**src/rtl/fu_pkg.sv**
```systemverilog
`default_nettype none
// +----------------------------------------------------------------------------+
// | fu_pkg                                                                     |
// | Function-select codes and sequencer state encoding for seq_function_unit.  |
// | Revision: 1.0                                                              |
// +----------------------------------------------------------------------------+
package fu_pkg;

    localparam logic [3:0] c_FS_MOVA  = 4'b0000;
    localparam logic [3:0] c_FS_NOTA  = 4'b0001;
    localparam logic [3:0] c_FS_NOTB  = 4'b0010;
    localparam logic [3:0] c_FS_AND   = 4'b0011;
    localparam logic [3:0] c_FS_NAND  = 4'b0100;
    localparam logic [3:0] c_FS_OR    = 4'b0101;
    localparam logic [3:0] c_FS_SHL3  = 4'b0110;
    localparam logic [3:0] c_FS_MASK4 = 4'b0111;
    localparam logic [3:0] c_FS_ADD   = 4'b1000;
    localparam logic [3:0] c_FS_SUB   = 4'b1001;
    localparam logic [3:0] c_FS_INCB  = 4'b1010;
    localparam logic [3:0] c_FS_ADD2  = 4'b1011;
    localparam logic [3:0] c_FS_NEGB  = 4'b1100;
    localparam logic [3:0] c_FS_MUL   = 4'b1101;
    localparam logic [3:0] c_FS_DIV   = 4'b1110;
    localparam logic [3:0] c_FS_MOD   = 4'b1111;

    typedef enum logic [1:0] {
        ST_IDLE = 2'd0,
        ST_MUL  = 2'd1,
        ST_DIV  = 2'd2
    } fu_state_t;

endpackage
`default_nettype wire

```
**src/rtl/fu_comb_alu.sv**
```systemverilog
`default_nettype none
// +----------------------------------------------------------------------------+
// | fu_comb_alu                                                                |
// | Combinational result and C/V flags for every single-cycle function code.   |
// | Revision: 1.0                                                              |
// +----------------------------------------------------------------------------+
module fu_comb_alu
    import fu_pkg::*;
#(
    parameter int WIDTH = 16
) (
    input  logic [3:0]       fs,
    input  logic [WIDTH-1:0] a,
    input  logic [WIDTH-1:0] b,
    output logic [WIDTH-1:0] y,
    output logic             c,
    output logic             v
);

    logic [WIDTH-1:0] w_x;
    logic [WIDTH-1:0] w_y;
    logic             w_cin;
    logic [WIDTH:0]   w_sum;
    logic             w_c_msb;

    // All arithmetic codes are folded onto one adder: x + y + cin.
    always_comb begin
        w_x   = '0;
        w_y   = '0;
        w_cin = 1'b0;
        case (fs)
            c_FS_ADD:  begin w_x = a; w_y = b;                  end
            c_FS_SUB:  begin w_x = a; w_y = ~b;  w_cin = 1'b1;  end
            c_FS_INCB: begin w_x = b;            w_cin = 1'b1;  end
            c_FS_ADD2: begin w_x = a; w_y = WIDTH'(2);          end
            c_FS_NEGB: begin          w_y = ~b;  w_cin = 1'b1;  end
            default:   ;
        endcase
    end

    assign w_sum   = {1'b0, w_x} + {1'b0, w_y} + {{WIDTH{1'b0}}, w_cin};
    // Carry into the MSB recovered from the MSB sum bit and its addends.
    assign w_c_msb = w_x[WIDTH-1] ^ w_y[WIDTH-1] ^ w_sum[WIDTH-1];

    always_comb begin
        y = '0;
        c = 1'b0;
        v = 1'b0;
        case (fs)
            c_FS_MOVA:  y = a;
            c_FS_NOTA:  y = ~a;
            c_FS_NOTB:  y = ~b;
            c_FS_AND:   y = a & b;
            c_FS_NAND:  y = ~(a & b);
            c_FS_OR:    y = a | b;
            c_FS_SHL3:  y = {b[WIDTH-4:0], 3'b000};
            c_FS_MASK4: y = {{(WIDTH-4){1'b0}}, b[3:0]};
            c_FS_ADD, c_FS_SUB, c_FS_INCB, c_FS_ADD2, c_FS_NEGB: begin
                y = w_sum[WIDTH-1:0];
                c = w_sum[WIDTH];
                v = w_sum[WIDTH] ^ w_c_msb;
            end
            default:    y = '0;
        endcase
    end

endmodule
`default_nettype wire

```
**src/rtl/seq_function_unit.sv**
```systemverilog
`default_nettype none
// +----------------------------------------------------------------------------+
// | seq_function_unit                                                          |
// | Function unit with single-cycle ALU ops and iterative MUL/DIV/MOD.         |
// | Revision: 1.0                                                              |
// +----------------------------------------------------------------------------+
module seq_function_unit
    import fu_pkg::*;
#(
    parameter int WIDTH = 16
) (
    input  logic             clk,
    input  logic             reset,
    input  logic             start,
    input  logic [3:0]       FS,
    input  logic [WIDTH-1:0] OpA,
    input  logic [WIDTH-1:0] OpB,
    output logic [WIDTH-1:0] result,
    output logic             V,
    output logic             C,
    output logic             N,
    output logic             Z,
    output logic             busy,
    output logic             done
);

    localparam int            CW         = $clog2(WIDTH);
    localparam logic [CW-1:0] c_CNT_LAST = CW'(WIDTH - 1);

    fu_state_t        r_state;
    fu_state_t        w_state_nx;
    logic [CW-1:0]    r_cnt;
    logic [WIDTH-1:0] r_a;
    logic [WIDTH-1:0] r_b;
    logic [WIDTH-1:0] r_hi;
    logic [WIDTH-1:0] r_lo;
    logic             r_mod;
    logic [WIDTH-1:0] r_result;
    logic             r_v, r_c, r_n, r_z, r_done;

    logic [WIDTH-1:0] w_alu_y;
    logic             w_alu_c, w_alu_v;
    logic             w_load, w_fin;
    logic [WIDTH-1:0] w_res_nx;
    logic             w_c_nx, w_v_nx;

    fu_comb_alu #(.WIDTH(WIDTH)) u_alu (
        .fs (FS),
        .a  (OpA),
        .b  (OpB),
        .y  (w_alu_y),
        .c  (w_alu_c),
        .v  (w_alu_v)
    );

    // Multiply step: {hi,lo} holds partial product over the remaining multiplier bits.
    logic [WIDTH:0]   w_mul_sum;
    logic [WIDTH-1:0] w_mul_hi, w_mul_lo;
    assign w_mul_sum = {1'b0, r_hi} + (r_lo[0] ? {1'b0, r_a} : {(WIDTH+1){1'b0}});
    assign w_mul_hi  = w_mul_sum[WIDTH:1];
    assign w_mul_lo  = {w_mul_sum[0], r_lo[WIDTH-1:1]};

    // Divide step: hi is the partial remainder, lo shifts dividend out / quotient in.
    logic [WIDTH:0]   w_div_shift;
    logic             w_div_ok;
    logic [WIDTH-1:0] w_div_rem, w_div_q;
    assign w_div_shift = {r_hi, r_lo[WIDTH-1]};
    assign w_div_ok    = (w_div_shift >= {1'b0, r_b});
    assign w_div_rem   = w_div_ok ? WIDTH'(w_div_shift - {1'b0, r_b}) : w_div_shift[WIDTH-1:0];
    assign w_div_q     = {r_lo[WIDTH-2:0], w_div_ok};

    always_ff @(posedge clk) begin
        if (reset) begin
            r_state <= ST_IDLE;
        end else begin
            r_state <= w_state_nx;
        end
    end

    always_comb begin
        w_state_nx = r_state;
        w_load     = 1'b0;
        w_fin      = 1'b0;
        w_res_nx   = r_result;
        w_c_nx     = 1'b0;
        w_v_nx     = 1'b0;
        case (r_state)
            ST_IDLE: begin
                if (start) begin
                    if (FS == c_FS_MUL) begin
                        w_state_nx = ST_MUL;
                        w_load     = 1'b1;
                    end else if (FS == c_FS_DIV || FS == c_FS_MOD) begin
                        w_state_nx = ST_DIV;
                        w_load     = 1'b1;
                    end else begin
                        w_fin    = 1'b1;
                        w_res_nx = w_alu_y;
                        w_c_nx   = w_alu_c;
                        w_v_nx   = w_alu_v;
                    end
                end
            end
            ST_MUL: begin
                if (r_cnt == c_CNT_LAST) begin
                    w_state_nx = ST_IDLE;
                    w_fin      = 1'b1;
                    w_res_nx   = w_mul_lo;
                    w_c_nx     = (w_mul_hi != '0);
                end
            end
            ST_DIV: begin
                // A zero divisor naturally yields all-ones quotient and remainder = OpA.
                if (r_cnt == c_CNT_LAST) begin
                    w_state_nx = ST_IDLE;
                    w_fin      = 1'b1;
                    w_res_nx   = r_mod ? w_div_rem : w_div_q;
                    w_v_nx     = (r_b == '0);
                end
            end
            default: w_state_nx = ST_IDLE;
        endcase
    end

    always_ff @(posedge clk) begin
        if (reset) begin
            r_cnt    <= '0;
            r_a      <= '0;
            r_b      <= '0;
            r_hi     <= '0;
            r_lo     <= '0;
            r_mod    <= 1'b0;
            r_result <= '0;
            r_v      <= 1'b0;
            r_c      <= 1'b0;
            r_n      <= 1'b0;
            r_z      <= 1'b1;
            r_done   <= 1'b0;
        end else begin
            r_done <= w_fin;
            if (w_fin) begin
                r_result <= w_res_nx;
                r_v      <= w_v_nx;
                r_c      <= w_c_nx;
                r_n      <= w_res_nx[WIDTH-1];
                r_z      <= (w_res_nx == '0);
            end
            if (w_load) begin
                r_a   <= OpA;
                r_b   <= OpB;
                r_hi  <= '0;
                r_lo  <= (FS == c_FS_MUL) ? OpB : OpA;
                r_mod <= (FS == c_FS_MOD);
                r_cnt <= '0;
            end else if (r_state == ST_MUL || r_state == ST_DIV) begin
                r_hi  <= (r_state == ST_MUL) ? w_mul_hi : w_div_rem;
                r_lo  <= (r_state == ST_MUL) ? w_mul_lo : w_div_q;
                r_cnt <= (r_cnt == c_CNT_LAST) ? '0 : r_cnt + 1'b1;
            end
        end
    end

    assign result = r_result;
    assign V      = r_v;
    assign C      = r_c;
    assign N      = r_n;
    assign Z      = r_z;
    assign busy   = (r_state != ST_IDLE);
    assign done   = r_done;

endmodule
`default_nettype wire

```
**config.mk**
```make
export PLATFORM = sky130hd
export DESIGN_NAME = seq_function_unit
export DESIGN_NICKNAME = d
export VERILOG_FILES = /design/src/rtl/fu_pkg.sv /design/src/rtl/fu_comb_alu.sv /design/src/rtl/seq_function_unit.sv
export SDC_FILE = /design/constraint.sdc
export NUM_CORES = 1
export LEC_CHECK = 0
export CORE_AREA = 2 2 159 176
export DETAILED_ROUTE_END_ITERATION = 16
export DIE_AREA = 0 0 161 178
export HOLD_SLACK_MARGIN = 0.12
export MAX_ROUTING_LAYER = met4
export PLACE_DENSITY = 0.52
export SYNTH_ARGS = -nofsm -noshare
export SYNTH_HDL_FRONTEND = slang
export SYNTH_SLANG_ARGS = --single-unit
```
**constraint.sdc**
```tcl
create_clock -name clk -period 5.74 [get_ports clk]
set_clock_uncertainty 0.1 [all_clocks]
set_input_delay 1.148 -clock clk [delete_from_list [all_inputs] [get_ports clk]]
set_output_delay 1.148 -clock clk [all_outputs]
set_load 0.02 [all_outputs]
```
==> impl_metrics.ini, run 1 <==
[status]
status = complete, no violations

[worst_setup_path]
path_class = in2reg
rr_startpoint = r_lo[0]
crit_path_end_kind = register
cp_slowest_cell = clkdlybuf4s50_1
crit_arrival_ns = 5.52
critPathLaunchType = input pin
cp-startpoint = FS[2]
max_stage_delay_ns = 0.53
cp_max_fo = 3
path_cells = clkdlybuf4s50_1, nand2b_1, nor3b_2, a22oi_1, fa_1, inv_1, fa_1, a211oi_1, o21ai_0, or4b_2, nand4_1, nor2_1, o221ai_1, o32a_1, nor4_2, nand4b_1, nor4_1, a211o_1
cp_common_cell = fa_1
critPathRequiredTime_ns = 5.95
cpLargestDelayFamily = simple AND/OR/NAND/NOR gates
worst-path-buf-inv = 2

[synthesis]
yosysSeqAreaShare_pct = 19.1
synth_fp_nets = 1417
synth_top_family_by_area = compound AO/OA/AOI/OAI gates
synthFlopType = dfxtp_1
yosysUniqueCellTypes = 101
async_flop_share_pct = 0
yosysWarnings = 0
yosysTopAreaCell = dfxtp_1
yosys-top-cells-area = dfxtp_1 (19%), a21oi_1 (7.2%), nand2_1 (6.8%)
synth_compound_area_share_pct = 31.3
synth_mux_area_share_pct = 6.28
synthXorXnorAreaFrac_pct = 4.42
syn-mean-instance-area_sq_um = 7.22
synth_area_sq_um = 9550
synthCells = 1322
netlist.area_leader.share_pct = 19.1
synthAdderAreaFrac_pct = 7.65
yosys_register_bits = 91
synth_edf_count = 0
synthSimpleGateAreaFrac_pct = 24.6

[sta]
setup-tns-final_ns = 0
final-hold-violation-count = 0
min_period_ns = 5.31
tightest_slew_ns = 0.994
fmax_ghz = 0.188
rsz0062_at_grt = no
period_share_pct = 92.6
drv_slew = 0
setup_viol = 0
relSlewSlack_pct = 32.0

[clocking]
post-cts-setup-buffers = 0
max-clock-path-buffers = 2
cts_resized = 0
clk-insertion-delay-late_ns = 0.37
cts.htree.levels = 3
path_clk_slew_ns = 0.08
cts_made_buffers = 9
cts_tree = done
cts-root-buf = clkbuf_16
cts_num_sinks = 91
hold_buffers = 0

[detailed_routing]
drt-initial-drc-count = 842
ant_nets = 0
drt_pre_antenna_iters = 5
wl_per_cell_um = 23.6
num_vias = 10400
via_per_inst = 6.06
drc = 0
routed_wl_um = 40400

[grt]
antenna_found_initial = 0
grt_overflow = 0
grt_pass1_wl_um = 60700
grt_max_degree = 70
first_global_vias = 9647
grt_usage_pct = 28.8

[floorplanning]
placementRows = 63
start_util_pct = 35.6
core_area_sq_um = 26800
dieArea_sq_um = 28700
die_width_um = 161
io_pins = 61
die_h_um = 178

[finish]
fillers = 2904
final_util_pct = 40.2
synthToLayoutAreaGrowth_pct = 12.8
nets = 1443
antenna_cells = 0
drive_gt1_share_pct = 8.57

[power]
leakagePower_nw = 4.08
power_density_nw_per_um2 = 212
ir_worst_vdd_v = 0.000141

[worst_hold_path]
hold_path.class = reg2reg
hold_path_startpoint = r_a[10]

[flow_run]
cap_violations = 0

[place]
hpwl_um = 30900
io_buffers = 60
place_congestion = 0.977
[synthesized netlist by cell type (all sizes together), types with 18 or more instances]
| library cell | number |
|---|---|
| o21ai | 93 |
| a211oi | 31 |
| dfxtp | 91 |
| clkbuf | 62 |
| nor2 | 129 |
| nor3 | 31 |
| nand2 | 176 |
| xnor2 | 31 |
| nand3 | 24 |
| ha | 52 |
| inv | 41 |
| mux2i | 49 |
| buf | 30 |
| and2 | 33 |
| nand2b | 19 |
| a22o | 18 |
| a21oi | 140 |
[through the flow]
step	setup slack (ns)	hold WS, ns	area (sq um)	total power, mW	std cells
3_5_place_dp	0.138	0.345	10500	1.66	1694
5_1_grt	0.192	0.374	10800	2.40	1710
2_1_floorplan	0.242	0.332	9550	1.34	1322
3_3_place_gp	0.197	0.340	10500	1.67	1694
6_report	0.428	0.358	10800	2.29	1710
4_1_cts	0.512	0.356	10800	2.29	1710
[final timing paths]
path / to / slack [ns] / depth (start not counted)
worst max-delay path: Z / 0.43 / 18
worst min register to register: r_a[10] / 0.36 / 2
worst max register to register: C / 1.15 / 14
worst min-delay path: r_a[10] / 0.36 / 2
[state kept, by name (all words and copies together), names as in the netlist]
| signal | cells |
|---|---|
| V | 1 |
| r_a | 16 |
| Z | 1 |
| r_hi | 16 |
| r_cnt | 4 |
| r_lo | 16 |
| C | 1 |
| done | 1 |
| r_mod | 1 |
| r_b | 16 |
| r_state | 2 |
| result | 16 |
[final cells by class]
type,count,area [sq um],area share [%]
clock buffer,9,225,2.09
clock inverter,7,76.3,0.708
inverter,41,154,1.43
multi-input combinational,1098,7100,65.9
sequential,91,1820,16.9
tap,357,447,4.15
timing repair buffer,107,948,8.80
[power by group]
part,internal (mW),leakage [nW],switching (mW)
combinational,0.353,3.19,0.599
clock,0.310,0.149,0.307
sequential,0.663,0.740,0.0555
total,1.33,4.08,0.962
[placed cells by master (no fill, tap or decap), drive strengths merged, types with 7 or more instances in the layout]
master         instances
a22o                  18
xnor2                 31
nor3                  31
o22ai                  9
nand3                 24
ha                    52
a21oi                140
buf                   48
xor2                  15
clkdlybuf4s50         59
nor4                  11
nor2                 129
mux2i                 49
nand3b                 7
and2                  33
clkbuf                 9
nand2                176
o211ai                17
o21ai                 93
dfxtp                 91
nor3b                  7
and3                   9
nor2b                 10
nand4                 15
a211oi                31
mux2                   9
a31oi                 11
inv                   45
a221oi                17
a21o                  14
nand2b                19
o21a                  10
o21bai                 9
[worst min-delay path, delay by kind of cell (launching register included)]
family	cells	cell delay, ns
AO/OA/AOI/OAI	1	0.05
AND/OR/NAND/NOR	1	0.05
flip-flops	1	0.31
[layer usage]
metal	track usage, %	routed length (um)	vias up
li1	-	-	4895
met1	36.8	17300	4954
met2	46.4	18900	425
met3	3.00	2360	94
met4	12.3	1760	0
met5	-	0	-
[logic make-up after synthesis]
kind of cell / count (synthesis)
muxes: 58
xor gates and xnor gates: 46
DFF: 91
AOI/OAI and AO/OA: 443
and+or+nand+nor: 495
buffers and inverters: 133
adders and majority gates: 56
Power figures use the tool's default switching activity.
==> run 2: changes to the inputs <==
--- a/config.mk
+++ b/config.mk
@@ -6,6 +6,7 @@
 export NUM_CORES = 1
 export LEC_CHECK = 0
 export CORE_AREA = 2 2 159 176
+export CTS_CLUSTER_DIAMETER = 30
 export DETAILED_ROUTE_END_ITERATION = 16
 export DIE_AREA = 0 0 161 178
 export HOLD_SLACK_MARGIN = 0.12
==> results of run 2 <==
Same layout as run 1: the final DEF is identical, and so are final timing and power.
